## src/rtl/raid_pkg.sv

```systemverilog
// Shared types and address-decode helpers for the RAID read controller.
package raid_pkg;

  typedef enum logic [1:0] {
    ST_IDLE  = 2'd0,
    ST_ISSUE = 2'd1,
    ST_WAIT  = 2'd2,
    ST_RESP  = 2'd3
  } state_t;

  localparam int unsigned MAX_DISKS  = 32;
  localparam int unsigned MAX_ADDR_W = 32;

  function automatic int unsigned parity_disk(input logic [MAX_ADDR_W-1:0] addr,
                                              input int unsigned n);
    return addr % n;
  endfunction

  // A degraded array whose failed disk is the parity disk reads like a healthy one.
  function automatic logic [MAX_DISKS-1:0] read_mask(input int unsigned p,
                                                     input logic degraded,
                                                     input int unsigned failed,
                                                     input int unsigned n);
    logic [MAX_DISKS-1:0] m;
    m = {MAX_DISKS{1'b1}} >> (MAX_DISKS - n);
    if (degraded && (failed < n) && (failed != p)) begin
      m = m & ~(MAX_DISKS'(1'b1) << failed);
    end else begin
      m = m & ~(MAX_DISKS'(1'b1) << p);
    end
    return m;
  endfunction

endpackage

```

## src/rtl/raid_xor_rebuild.sv

```systemverilog
// Packs the non-parity disk blocks into response slots, substituting the block
// reconstructed by XOR of every disk that was read for the missing disk.
module raid_xor_rebuild #(
  parameter int N_DISKS = 3,
  parameter int DATA_W  = 12
) (
  input  logic [N_DISKS*DATA_W-1:0]     mem_data,
  input  logic [N_DISKS-1:0]            mask,
  input  logic [$clog2(N_DISKS)-1:0]    parity,
  input  logic [$clog2(N_DISKS)-1:0]    missing,
  output logic [(N_DISKS-1)*DATA_W-1:0] slots
);

  logic [DATA_W-1:0] rebuilt_s;

  // XOR of all blocks actually read
  always_comb begin
    rebuilt_s = '0;
    for (int d = 0; d < N_DISKS; d++) begin
      if (mask[d]) begin
        rebuilt_s = rebuilt_s ^ mem_data[d*DATA_W +: DATA_W];
      end else begin
        rebuilt_s = rebuilt_s;
      end
    end
  end

  // slot k maps to disk k, or k+1 once the parity disk has been skipped
  always_comb begin
    int p_i;
    int m_i;
    int d;
    slots = '0;
    p_i   = int'(parity);
    m_i   = int'(missing);
    for (int k = 0; k < N_DISKS - 1; k++) begin
      if (k >= p_i) begin
        d = k + 1;
      end else begin
        d = k;
      end
      if (d == m_i) begin
        slots[k*DATA_W +: DATA_W] = rebuilt_s;
      end else begin
        slots[k*DATA_W +: DATA_W] = mem_data[d*DATA_W +: DATA_W];
      end
    end
  end

endmodule

```

## src/rtl/raid_read_ctrl.sv

```systemverilog
// RAID read controller: rotating-parity decode, one-shot disk read, timed wait
// for the memory response and a held response with optional block rebuild.
module raid_read_ctrl
  import raid_pkg::*;
#(
  parameter int N_DISKS = 3,
  parameter int DATA_W  = 12,
  parameter int ADDR_W  = 8,
  parameter int TIMEOUT = 15
) (
  input  logic                          clk,
  input  logic                          reset_n,
  input  logic                          rd_valid,
  output logic                          rd_ready,
  input  logic [ADDR_W-1:0]             rd_add,
  input  logic                          degraded,
  input  logic [$clog2(N_DISKS)-1:0]    failed_disk,
  output logic [N_DISKS-1:0]            mem_en,
  output logic [ADDR_W-1:0]             mem_add,
  input  logic                          mem_valid,
  input  logic [N_DISKS*DATA_W-1:0]     mem_data,
  output logic                          out_valid,
  input  logic                          out_ready,
  output logic [(N_DISKS-1)*DATA_W-1:0] out_data,
  output logic [ADDR_W-1:0]             out_add,
  output logic                          out_err,
  output logic                          out_rebuilt
);

  localparam int P_W   = $clog2(N_DISKS);
  localparam int CNT_W = $clog2(TIMEOUT);
  localparam int OUT_W = (N_DISKS - 1) * DATA_W;

  state_t             state_r, state_nxt_s;
  logic [ADDR_W-1:0]  addr_r;
  logic [P_W-1:0]     parity_r, missing_r;
  logic [N_DISKS-1:0] mask_r;
  logic               rebuild_r;
  logic [CNT_W-1:0]   cnt_r;
  logic               timeout_s;

  logic [P_W-1:0]     p_idx_s, missing_s;
  logic [N_DISKS-1:0] mask_s;
  logic               failed_ok_s, rebuild_s;
  logic [OUT_W-1:0]   slots_s;

  logic [N_DISKS-1:0] mem_en_r, mem_en_nxt_s;
  logic [ADDR_W-1:0]  mem_add_r, mem_add_nxt_s;
  logic               out_valid_r, out_valid_nxt_s;
  logic [OUT_W-1:0]   out_data_r, out_data_nxt_s;
  logic [ADDR_W-1:0]  out_add_r, out_add_nxt_s;
  logic               out_err_r, out_err_nxt_s;
  logic               out_rebuilt_r, out_rebuilt_nxt_s;

  // Decode of the request currently presented on the user port
  always_comb begin
    p_idx_s     = P_W'(parity_disk(MAX_ADDR_W'(rd_add), N_DISKS));
    mask_s      = N_DISKS'(read_mask(32'(p_idx_s), degraded, 32'(failed_disk), N_DISKS));
    failed_ok_s = (32'(failed_disk) < 32'(N_DISKS));
    rebuild_s   = degraded && failed_ok_s && (failed_disk != p_idx_s);
    if (rebuild_s) begin
      missing_s = failed_disk;
    end else begin
      missing_s = p_idx_s;
    end
  end

  raid_xor_rebuild #(.N_DISKS(N_DISKS), .DATA_W(DATA_W)) u_rebuild (
    .mem_data (mem_data),
    .mask     (mask_r),
    .parity   (parity_r),
    .missing  (missing_r),
    .slots    (slots_s)
  );

  assign timeout_s = (cnt_r == CNT_W'(TIMEOUT - 1));
  assign rd_ready  = (state_r == ST_IDLE);

  // State register
  always_ff @(posedge clk or negedge reset_n) begin
    if (!reset_n) begin
      state_r <= ST_IDLE;
    end else begin
      state_r <= state_nxt_s;
    end
  end

  // Next-state decode
  always_comb begin
    state_nxt_s = state_r;
    case (state_r)
      ST_IDLE: begin
        if (rd_valid) state_nxt_s = ST_ISSUE;
        else          state_nxt_s = ST_IDLE;
      end
      ST_ISSUE: state_nxt_s = ST_WAIT;
      ST_WAIT: begin
        if (mem_valid || timeout_s) state_nxt_s = ST_RESP;
        else                        state_nxt_s = ST_WAIT;
      end
      ST_RESP: begin
        if (out_ready) state_nxt_s = ST_IDLE;
        else           state_nxt_s = ST_RESP;
      end
      default: state_nxt_s = ST_IDLE;
    endcase
  end

  // Next values of the registered outputs; response data wins over timeout
  always_comb begin
    mem_en_nxt_s      = '0;
    mem_add_nxt_s     = '0;
    out_valid_nxt_s   = out_valid_r;
    out_data_nxt_s    = out_data_r;
    out_add_nxt_s     = out_add_r;
    out_err_nxt_s     = out_err_r;
    out_rebuilt_nxt_s = out_rebuilt_r;
    case (state_r)
      ST_IDLE: begin
        if (rd_valid) begin
          mem_en_nxt_s  = mask_s;
          mem_add_nxt_s = rd_add;
        end else begin
          mem_en_nxt_s  = '0;
          mem_add_nxt_s = '0;
        end
      end
      ST_ISSUE: begin
        mem_en_nxt_s = '0;
      end
      ST_WAIT: begin
        if (mem_valid) begin
          out_valid_nxt_s   = 1'b1;
          out_data_nxt_s    = slots_s;
          out_add_nxt_s     = addr_r;
          out_err_nxt_s     = 1'b0;
          out_rebuilt_nxt_s = rebuild_r;
        end else if (timeout_s) begin
          out_valid_nxt_s   = 1'b1;
          out_data_nxt_s    = '0;
          out_add_nxt_s     = addr_r;
          out_err_nxt_s     = 1'b1;
          out_rebuilt_nxt_s = 1'b0;
        end else begin
          out_valid_nxt_s = 1'b0;
        end
      end
      ST_RESP: begin
        if (out_ready) begin
          out_valid_nxt_s   = 1'b0;
          out_data_nxt_s    = '0;
          out_add_nxt_s     = '0;
          out_err_nxt_s     = 1'b0;
          out_rebuilt_nxt_s = 1'b0;
        end else begin
          out_valid_nxt_s = 1'b1;
        end
      end
      default: begin
        out_valid_nxt_s   = 1'b0;
        out_data_nxt_s    = '0;
        out_add_nxt_s     = '0;
        out_err_nxt_s     = 1'b0;
        out_rebuilt_nxt_s = 1'b0;
      end
    endcase
  end

  // Output registers
  always_ff @(posedge clk or negedge reset_n) begin
    if (!reset_n) begin
      mem_en_r      <= '0;
      mem_add_r     <= '0;
      out_valid_r   <= 1'b0;
      out_data_r    <= '0;
      out_add_r     <= '0;
      out_err_r     <= 1'b0;
      out_rebuilt_r <= 1'b0;
    end else begin
      mem_en_r      <= mem_en_nxt_s;
      mem_add_r     <= mem_add_nxt_s;
      out_valid_r   <= out_valid_nxt_s;
      out_data_r    <= out_data_nxt_s;
      out_add_r     <= out_add_nxt_s;
      out_err_r     <= out_err_nxt_s;
      out_rebuilt_r <= out_rebuilt_nxt_s;
    end
  end

  // Request context captured on accept
  always_ff @(posedge clk or negedge reset_n) begin
    if (!reset_n) begin
      addr_r    <= '0;
      parity_r  <= '0;
      missing_r <= '0;
      mask_r    <= '0;
      rebuild_r <= 1'b0;
    end else if ((state_r == ST_IDLE) && rd_valid) begin
      addr_r    <= rd_add;
      parity_r  <= p_idx_s;
      missing_r <= missing_s;
      mask_r    <= mask_s;
      rebuild_r <= rebuild_s;
    end
  end

  // Wait-cycle counter, cleared outside WAIT
  always_ff @(posedge clk or negedge reset_n) begin
    if (!reset_n) begin
      cnt_r <= '0;
    end else if (state_r == ST_WAIT) begin
      cnt_r <= cnt_r + CNT_W'(1'b1);
    end else begin
      cnt_r <= '0;
    end
  end

  assign mem_en      = mem_en_r;
  assign mem_add     = mem_add_r;
  assign out_valid   = out_valid_r;
  assign out_data    = out_data_r;
  assign out_add     = out_add_r;
  assign out_err     = out_err_r;
  assign out_rebuilt = out_rebuilt_r;

endmodule

```

## config.mk

```make
export PLATFORM = sky130hd
export DESIGN_NAME = raid_read_ctrl
export DESIGN_NICKNAME = d
export VERILOG_FILES = /design/src/rtl/raid_pkg.sv /design/src/rtl/raid_xor_rebuild.sv /design/src/rtl/raid_read_ctrl.sv
export SDC_FILE = /design/constraint.sdc
export NUM_CORES = 1
export LEC_CHECK = 0
export CAP_MARGIN = 20
export CORE_MARGIN = 3
export CORE_UTILIZATION = 50
export CTS_CLUSTER_SIZE = 30
export DETAILED_ROUTE_END_ITERATION = 7
export PLACE_DENSITY = 0.84
export SYNTH_ARGS = -nofsm -noshare
export SYNTH_HDL_FRONTEND = slang
export SYNTH_SLANG_ARGS = --single-unit
```

## constraint.sdc

```tcl
create_clock -name clk -period 2.67 [get_ports clk]
set_input_delay 0.4005 -clock clk [delete_from_list [all_inputs] [get_ports clk]]
set_output_delay 0.4005 -clock clk [all_outputs]
set_load 0.05 [all_outputs]
```

==> results_dict.tcl <==
set metrics [dict create \
    antennaDiodeCount 0 \
    critPathArrivalTime_ns 3.78 \
    viasPerCell 5.86 \
    fmax_mhz 282 \
    power.share.clock_pct 13.9 \
    area_growth_pct 47.1 \
    ys_top_cells_by_area "dfrtp_1 43%, nand2_1 7.6%, a22o_1 7.5%, mux2i_1 6.8%, o21ai_0 4.6%" \
    synthTopCellsByCount "81 x nand2_1, 68 x dfrtp_1, 37 x o21ai_0, 34 x a22o_1, 27 x mux2i_1" \
    internal_power_w 0.00327 \
    holdWs_ns 0.0894 \
    cts_tree "built" \
    path_common_cell "buf_4" \
    cts_made_buffers 9 \
    reg2reg_from "parity_r[1]" \
    cts.sinks 68 \
    finalSetupViolCount 11 \
    overflow 0 \
    power.density_mw_per_mm2 1040 \
    fin_nets 617 \
    power_switching_w 0.00284 \
    ioPinCount 99 \
    path_class "primary input to flop" \
    htreeDepth 3 \
    tightestPinTransition_ns 0.657 \
    start_util_pct 53.2 \
    layout-drive-gt1-share_pct 20.2 \
    grt_pass1_vias 3933 \
    p_total_w 0.00611 \
    crit_end "mask_r[2]" \
    synth_edf_count 0 \
    cts_buffer_depth 2 \
    reg2reg_to "out_data[19]" \
    maxCapViolations 0 \
    critPathMaxFanout 4 \
    num_vias 3888 \
    ys.warnings.count 0 \
    placed_cell_area_mm2 0.00539 \
    hold_class "primary input to async pin" \
    postSynthAreaPerCell_um2 9.38 \
    synth_seq_cells 68 \
    route.detailed.drc 0 \
    regArea_mm2 0.00170 \
    synth.most_common_cell "nand2_1" \
    swShare_pct 46.5 \
    reg2reg_slack_ns 0.62 \
    fin_skew_ns 0.0109 \
    io_buffers 98 \
    cts-root-buf "clkbuf_8" \
    die_h_um 95.3 \
    yosysSeqAreaShare_pct 42.7 \
    antenna_found_initial 0 \
    syn-num-nets 482 \
    drv_slew 0 \
    cp-end-kind "flop" \
    cp-start-kind "primary input" \
    cp_cell_sequence "buf_8, ha_4, buf_4, nor4bb_4, o21ai_2, a31oi_4, a211oi_2, buf_4, o41ai_1, mux2i_2, ha_2, a211o_1, or4b_1, o211ai_1, a21oi_2, a21o_1" \
    failed_checks "negative setup slack" \
    utilization_pct 78.3 \
    reg2reg_depth 5 \
    avgRoutedWirePerCell_um 18.1 \
    die_area_mm2 0.00908 \
    grt_start_max_net_pins 41 \
    coreArea_mm2 0.00749 \
    crit_required_ns 2.90 \
    p_leak_nw 2.63 \
    synth.distinct_cells 48 \
    grt_use_total_pct 26.7 \
    p_seq_share_pct 28.2 \
    synth_area_mm2 0.00399 \
    period_share_pct 133 \
    drtIter0Drc 230 \
    cts_hold_buf 0 \
    comb_power_share_pct 57.9 \
    slew_headroom_pct 56.2 \
    postLayoutCellArea_mm2 0.00586 \
    cp_slowest_cell "or4b_1" \
    clk_pin_slew_ns 0.08 \
    die_w_um 95.3 \
    peakVddDrop_uv 470 \
    gp_routability_congestion 1.02 \
    crit_start "rd_add[7]" \
    nFillCells 474 \
    ys.flop_type "dfrtp_1" \
    grt_pass1_wl_um 18800 \
    setup_slack_ns -0.880 \
    status "finished with violations" \
    fp-row-count 31 \
    ys_async_sr_fraction_pct 100 \
    finalHoldViolCount 0 \
    synth_cells 425 \
    yosys.area.top_type "dfrtp_1" \
    ant_nets 0 \
    synth_top_cell_area_share_pct 42.7 \
    multi_input_area_mm2 0.00243 \
    pre_cts_slack_ns -1.61 \
    period_needed_ns 3.55 \
    dr.pass1.iters 4 \
    worstSkewPairLatency_ns 0.34 \
    routed_wl_um 12000 \
    max_stage_delay_ns 0.50 \
    post-dp-hpwl_um 8360 \
    rsz0062_at_grt "yes" \
]
==> logic make-up (layout without fill, tap and decap cells) <==
family / after synthesis / in the layout / synth area share (%)
compound gates: 119 / 119 / 21.5
fa+ha+maj: 5 / 5 / 1.57
mux: 28 / 28 / 7.16
simple gates: 142 / 142 / 16.5
xor+xnor: 30 / 30 / 6.97
buf+inv: 33 / 173 / 3.61
flops: 68 / 68 / 42.7
==> area by class of cell <==
type                            instances  area share (%)
Clock inverter                          5            1.02
Multi-Input combinational cell        324            41.4
Sequential cell                        68            29.0
Tap cell                               99            2.11
Inverter                                9           0.576
Timing Repair Buffer                  148            23.4
Clock buffer                           11            2.41
==> flip-flops by register name, summed over array words and instances, names as in the netlist <==
signal       flops
addr_r           8
cnt_r            4
mask_r           3
mem_add          8
mem_en           3
missing_r        2
out_add          8
out_data        24
out_err          1
out_rebuilt      1
out_valid        1
parity_r         2
rebuild_r        1
state_r          2
==> repair_timing <==
| action | 4_1_cts | 5_1_grt |
|---|---|---|
| gates resized for setup | 44 | 14 |
| setup buffers | 5 | 4 |
| setup endpoints to repair | 11 | 11 |
| gates cloned | 1 | 0 |
| pin swaps | 18 | 18 |
==> stage by stage <==
| step | std cells | setup TNS, ns |
|---|---|---|
| after detailed placement | 638 | -16.48 |
| after global placement | 638 | -15.02 |
| final | 664 | -8.55 |
| after floorplan | 425 | -10.20 |
| after CTS | 660 | -8.43 |
| after global routing | 664 | -9.61 |
==> critical path: cells and delay by family <==
kind                     cells  cell delay [ns]
AO/OA/AOI/OAI                8             1.55
AND/OR/NAND/NOR              2             0.84
buffers and inverters        3             0.38
adder cells (fa/ha/maj)      2             0.46
multiplexers                 1             0.14
==> power groups by stage <==
stage	clock network (W)	logic [W]	registers [W]
after floorplan	0	0.00167	0.00235
after global placement	0	0.00332	0.00172
after detailed placement	0	0.00341	0.00173
after CTS	0.000857	0.00348	0.00172
after global routing	0.000900	0.00378	0.00176
final	0.000852	0.00354	0.00172
==> per-layer routing <==
metal,routed length (µm),global-route usage [%]
met1,4950,33.7
met2,6020,45.2
met3,713,3.79
met4,341,12.0
met5,0,0
==> cell usage in the layout (no fill, tap or decap), types with 4 or more instances in the layout <==
cell	Yosys	routed
clkbuf_8	0	10
a21oi_1	10	7
and3_1	7	7
inv_1	9	9
mux2i_1	27	26
nand2b_1	6	4
buf_6	2	5
xor2_1	14	14
a22o_1	34	34
nand2_1	81	80
xnor2_1	14	14
dfrtp_1	68	68
nand3_1	5	4
buf_4	1	44
nor2_1	20	17
a21o_1	9	9
clkdlybuf4s50_1	0	93
o21ai_0	37	32
==> worst min-delay path by stage <==
stage	from	to	slack (ns)	cells after the start
CTS	reset_n	out_add[5]	0.10	1
finish	reset_n	out_add[5]	0.09	1
global route	reset_n	out_add[5]	0.13	1
detailed placement	reset_n	mem_add[5]	0.47	1
floorplan	reset_n	addr_r[0]	0.10	0
global placement	reset_n	mem_add[5]	0.46	1
(Power assumes the default switching activity.)
==> RTL change 1 (same flow settings) <==
Make the reset (`reset_n`) synchronous in 4 clocked blocks.
--- a/src/rtl/raid_read_ctrl.sv
+++ b/src/rtl/raid_read_ctrl.sv
@@ -77,7 +77,7 @@
   assign rd_ready  = (state_r == ST_IDLE);
 
   // State register
-  always_ff @(posedge clk or negedge reset_n) begin
+  always_ff @(posedge clk) begin
     if (!reset_n) begin
       state_r <= ST_IDLE;
     end else begin
@@ -167,7 +167,7 @@
   end
 
   // Output registers
-  always_ff @(posedge clk or negedge reset_n) begin
+  always_ff @(posedge clk) begin
     if (!reset_n) begin
       mem_en_r      <= '0;
       mem_add_r     <= '0;
@@ -188,7 +188,7 @@
   end
 
   // Request context captured on accept
-  always_ff @(posedge clk or negedge reset_n) begin
+  always_ff @(posedge clk) begin
     if (!reset_n) begin
       addr_r    <= '0;
       parity_r  <= '0;
@@ -205,7 +205,7 @@
   end
 
   // Wait-cycle counter, cleared outside WAIT
-  always_ff @(posedge clk or negedge reset_n) begin
+  always_ff @(posedge clk) begin
     if (!reset_n) begin
       cnt_r <= '0;
     end else if (state_r == ST_WAIT) begin
Check against the original RTL: differs if reset_n is asserted again (counterexample within 4 cycles, from zero or initial values and one cycle with reset_n low); with reset_n held inactive, the same outputs for 10 cycles.
==> RTL change 1 against the original RTL <==
The flow still finishes with violations (setup timing). Setup slack got worse by 0.48 ns. Sequential share of layout area decreased by 6.6 points. Sequential cell count unchanged. Maximum frequency decreased by 12%. Critical path depth increased by 7. Synthesized area increased by 1.2%. Wire length increased by 13%. Register-to-register slack improved by 0.09 ns. Cell count increased by 21%. Design area increased by 3.4%. Critical endpoint is now rebuild_r.
Power is not compared: it rests on default switching activity, and its combinational part moved more than twofold at a synthesized area within 25%.
==> RTL change 1: results (changes against the original RTL) <==
* DRT met1 WL at 5440 microns (was 4950 microns)
* Fin area at 0.00606 sq mm (was 0.00586 sq mm)
* Ranking of synthesized cells by area: dfxtp_1 34%, nand2_1 11%, o21ai_0 4.7% (was dfrtp_1 43%, nand2_1 7.6%, a22o_1 7.5%)
* DR iter-0 viols at 235 (was 230)
* Number of global-route vias before repair at 4382 (was 3933)
* Failing checks: setup timing (unchanged)
* Multiplexer share of the synthesized area at 0.0403 (was 0.0716)
* Synth Area in Adders at 0.0155 (was 0.0157)
* Setup-failing EPs final at 11 (unchanged)
* Most frequent cells after synthesis: 113 x nand2_1, 68 x dfxtp_1, 46 x nor2_1, 38 x o21ai_0, 33 x clkbuf_1 (was 81 x nand2_1, 68 x dfrtp_1, 37 x o21ai_0, 34 x a22o_1, 27 x mux2i_1)
* Share of layout cells above drive strength 1 at 0.209 (was 0.202)
* M2 GR Usage at 0.503 (was 0.452)
* Syn Nets at 596 (was 482)
* Placed Cells at 758 (was 638)
* IO buf count at 98 (unchanged)
* Total Wirelength at 13600 microns (was 12000 microns)
* Worst EP arrival at 4.32 ns (was 3.78 ns)
* Synth Area in Compound Gates at 0.220 (was 0.215)
* Placer Congestion at 0.875 (was 1.02)
* Sequential area share after synthesis at 0.338 (was 0.427)
* GR Layer Usage met1 at 0.353 (was 0.337)
* Via count at 4661 (was 3888)
* Ys async rst share at 0 (was 1.00)
* Synthesized area per cell at 7.48 sq um (was 9.38 sq um)
* Dpl cell area at 0.00546 sq mm (was 0.00539 sq mm)
* Nets at 755 (was 617)
* Top FF cell, synth: dfxtp_1 (was dfrtp_1)
* Routed wire length on met2 at 6680 microns (was 6020 microns)
* Detail Placement HPWL at 9160 microns (was 8360 microns)
* Fin cells at 805 (was 664)
* Status: finished with violations (unchanged)
* Clk Latency, worst-skew pair at 0.36 ns (was 0.34 ns)
* Pin slew with the least headroom to its limit at 0.895 ns (was 0.657 ns)
* Final worst slack at -1.36 ns (was -0.880 ns)
* First-pass GRT wire length at 21200 microns (was 18800 microns)
* DR WL met3 at 1040 microns (was 713 microns)
* # resized after CTS at 29 (was 44)
* First-pass DRT Iterations at 6 (was 4)
* Setup Skew at 0.0116 ns (was 0.0109 ns)
* Xor and xnor area share after synthesis at 0.0673 (was 0.0697)
* Largest net degree at the start of global routing at 28 (was 41)
* Postcts setup bufs at 29 (was 5)
* M3 GR Usage at 0.0602 (was 0.0379)
[RTL change 1: changes by cell type after synthesis, sizes merged, moves of 20 or more]
cell / unedited run / this run
nand3: 5 / 25
nand2: 81 / 115
dfxtp: 0 / 68
dfrtp: 68 / 0
a22o: 34 / 0
nor2: 21 / 46
a21oi: 10 / 32
[RTL change 1: per-stage QoR]
step                      power [W]  worst slack (ns)  setup TNS (ns)
after floorplan             0.00181             -1.78          -16.98
after global placement      0.00217             -1.83          -19.02
after detailed placement    0.00220             -2.01          -20.88
after CTS                   0.00319             -1.20          -12.07
after global routing        0.00340             -1.54          -16.00
final                       0.00326             -1.36          -13.80
[RTL change 1: critical path: stages]
cell and delay (ns):
buf_6 0.10, ha_4 0.24, nand3b_1 0.23, buf_4 0.19, a32oi_4 0.25, and2_4 0.19
nand4_1 0.13, nand2_1 0.14, nand2_1 0.08, o21ai_2 0.08, ha_2 0.23, nand3b_1 0.13
a311oi_2 0.05, a21o_1 0.19, xnor2_1 0.14, o21ai_2 0.07, inv_1 0.08, ha_2 0.17
a211o_1 0.26, a211oi_4 0.28, mux2i_2 0.11, or4b_1 0.48, nand4_1 0.12
[RTL change 1: final cells by class]
cell class	instances	area, sq um
Multi-Input combinational cell	424	2640
Fill cell	542	1710
Timing Repair Buffer	187	1690
Sequential cell	68	1360
Tap cell	102	128
Clock buffer	9	124
Clock inverter	7	81.3
Inverter	8	30.0
[RTL change 1: path summary, 6_finish.rpt]
kind,start,endpoint,slack [ns],cells past startpoint
hold reg to reg,out_data[2],out_data[2],0.46,2
setup / recovery,rd_add[7],rebuild_r,-1.36,23
setup reg to reg,parity_r[0],out_data[10],0.71,7
hold / removal,out_data[2],out_data[2],0.46,2
==> RTL change 2 (same settings) <==
Made on the original files. `ADDR_W`: 8 -> 10.
--- a/src/rtl/raid_read_ctrl.sv
+++ b/src/rtl/raid_read_ctrl.sv
@@ -5,7 +5,7 @@
 #(
   parameter int N_DISKS = 3,
   parameter int DATA_W  = 12,
-  parameter int ADDR_W  = 8,
+  parameter int ADDR_W  = 10,
   parameter int TIMEOUT = 15
 ) (
   input  logic                          clk,
Ports: changed (resized mem_add, out_add and rd_add); port bits go from 99 to 105. No check against the original RTL was run, so the function may have changed too.
==> RTL change 2 against the original RTL <==
The run still ends with setup timing left. Via count increased by 40%. Synthesized cell count increased by 34%. Wire length increased by 39%. Sequential cell count increased by 6. Largest cell class unchanged. First-iteration DRC count increased by 79%. Global-route usage increased by 2.5 points. Synthesized area increased by 26%. Cell count increased by 35%. Design area increased by 24%. Setup slack got worse by 1.3 ns. Sequential share of layout area decreased by 3.7 points. Maximum frequency decreased by 27%. Power increased by 15%.
==> RTL change 2: results (changes against the original RTL) <==
* Synth Area in Compound Gates at 0.258 (was 0.215)
* Status: finished with violations (unchanged)
* IO buf count at 104 (was 98)
* Inverter count at 11 (was 9)
* Most frequent cells after synthesis: 94 x nand2_1, 74 x dfrtp_1, 42 x o21ai_0, 41 x nor2_1, 36 x a22o_1 (was 81 x nand2_1, 68 x dfrtp_1, 37 x o21ai_0, 34 x a22o_1, 27 x mux2i_1)
* Placer Congestion at 0.957 (was 1.02)
* Leakage at 3.31 nW (was 2.63 nW)
* Placed Cells at 867 (was 638)
* Number of global-route vias before repair at 5440 (was 3933)
* Synth top area share at 0.370 (was 0.427)
* Dpl cell area at 0.00684 sq mm (was 0.00539 sq mm)
* Sequential area share after synthesis at 0.370 (was 0.427)
* Nets at 820 (was 617)
* Clock buf count at 10 (was 11)
* Share of layout cells above drive strength 1 at 0.227 (was 0.202)
* Setup-failing EPs final at 11 (unchanged)
* Postcts setup bufs at 8 (was 5)
* M3 GR Usage at 0.0461 (was 0.0379)
* GR Layer Usage met1 at 0.372 (was 0.337)
* Detail Placement HPWL at 12100 microns (was 8360 microns)
* Comb_multi_in at 448 (was 324)
* Crit path max fanout at 5 (was 4)
* GRT Resource Usage Total at 0.292 (was 0.267)
* Via density at 6.09 (was 5.86)
* Xor and xnor area share after synthesis at 0.0542 (was 0.0697)
* Ranking of synthesized cells by area: dfrtp_1 37%, nand2_1 7.0%, a22o_1 6.3% (was dfrtp_1 43%, nand2_1 7.6%, a22o_1 7.5%)
* Failing checks: setup timing (unchanged)
* Setup TNS at -22.74 ns (was -8.55 ns)
* Final worst slack at -2.21 ns (was -0.880 ns)
* Power, Total at 0.00701 W (was 0.00611 W)
[RTL change 2: cell types whose count changed in the layout (fill, tap and decap cells not counted), moves of 5 or more]
cell and change:
buf_4 +67, nand3_1 +7, nor4_1 +6, nand2_1 +13
clkdlybuf4s50_1 +6, nor2_1 +21, o21ai_0 +5, dfrtp_1 +6
[RTL change 2: final timing paths]
| check | start | to | slack (ns) | depth (start not counted) |
|---|---|---|---|---|
| min reg2reg | addr_r[6] | addr_r[6] | 0.49 | 1 |
| max | rd_add[6] | mask_r[0] | -2.21 | 22 |
| min in group clk | addr_r[6] | addr_r[6] | 0.49 | 1 |
| min | reset_n | mem_add[4] | 0.18 | 1 |
| max in group asynchronous | reset_n | out_data[20] | 1.88 | 1 |
| max reg2reg | cnt_r[0] | out_data[14] | 0.81 | 7 |
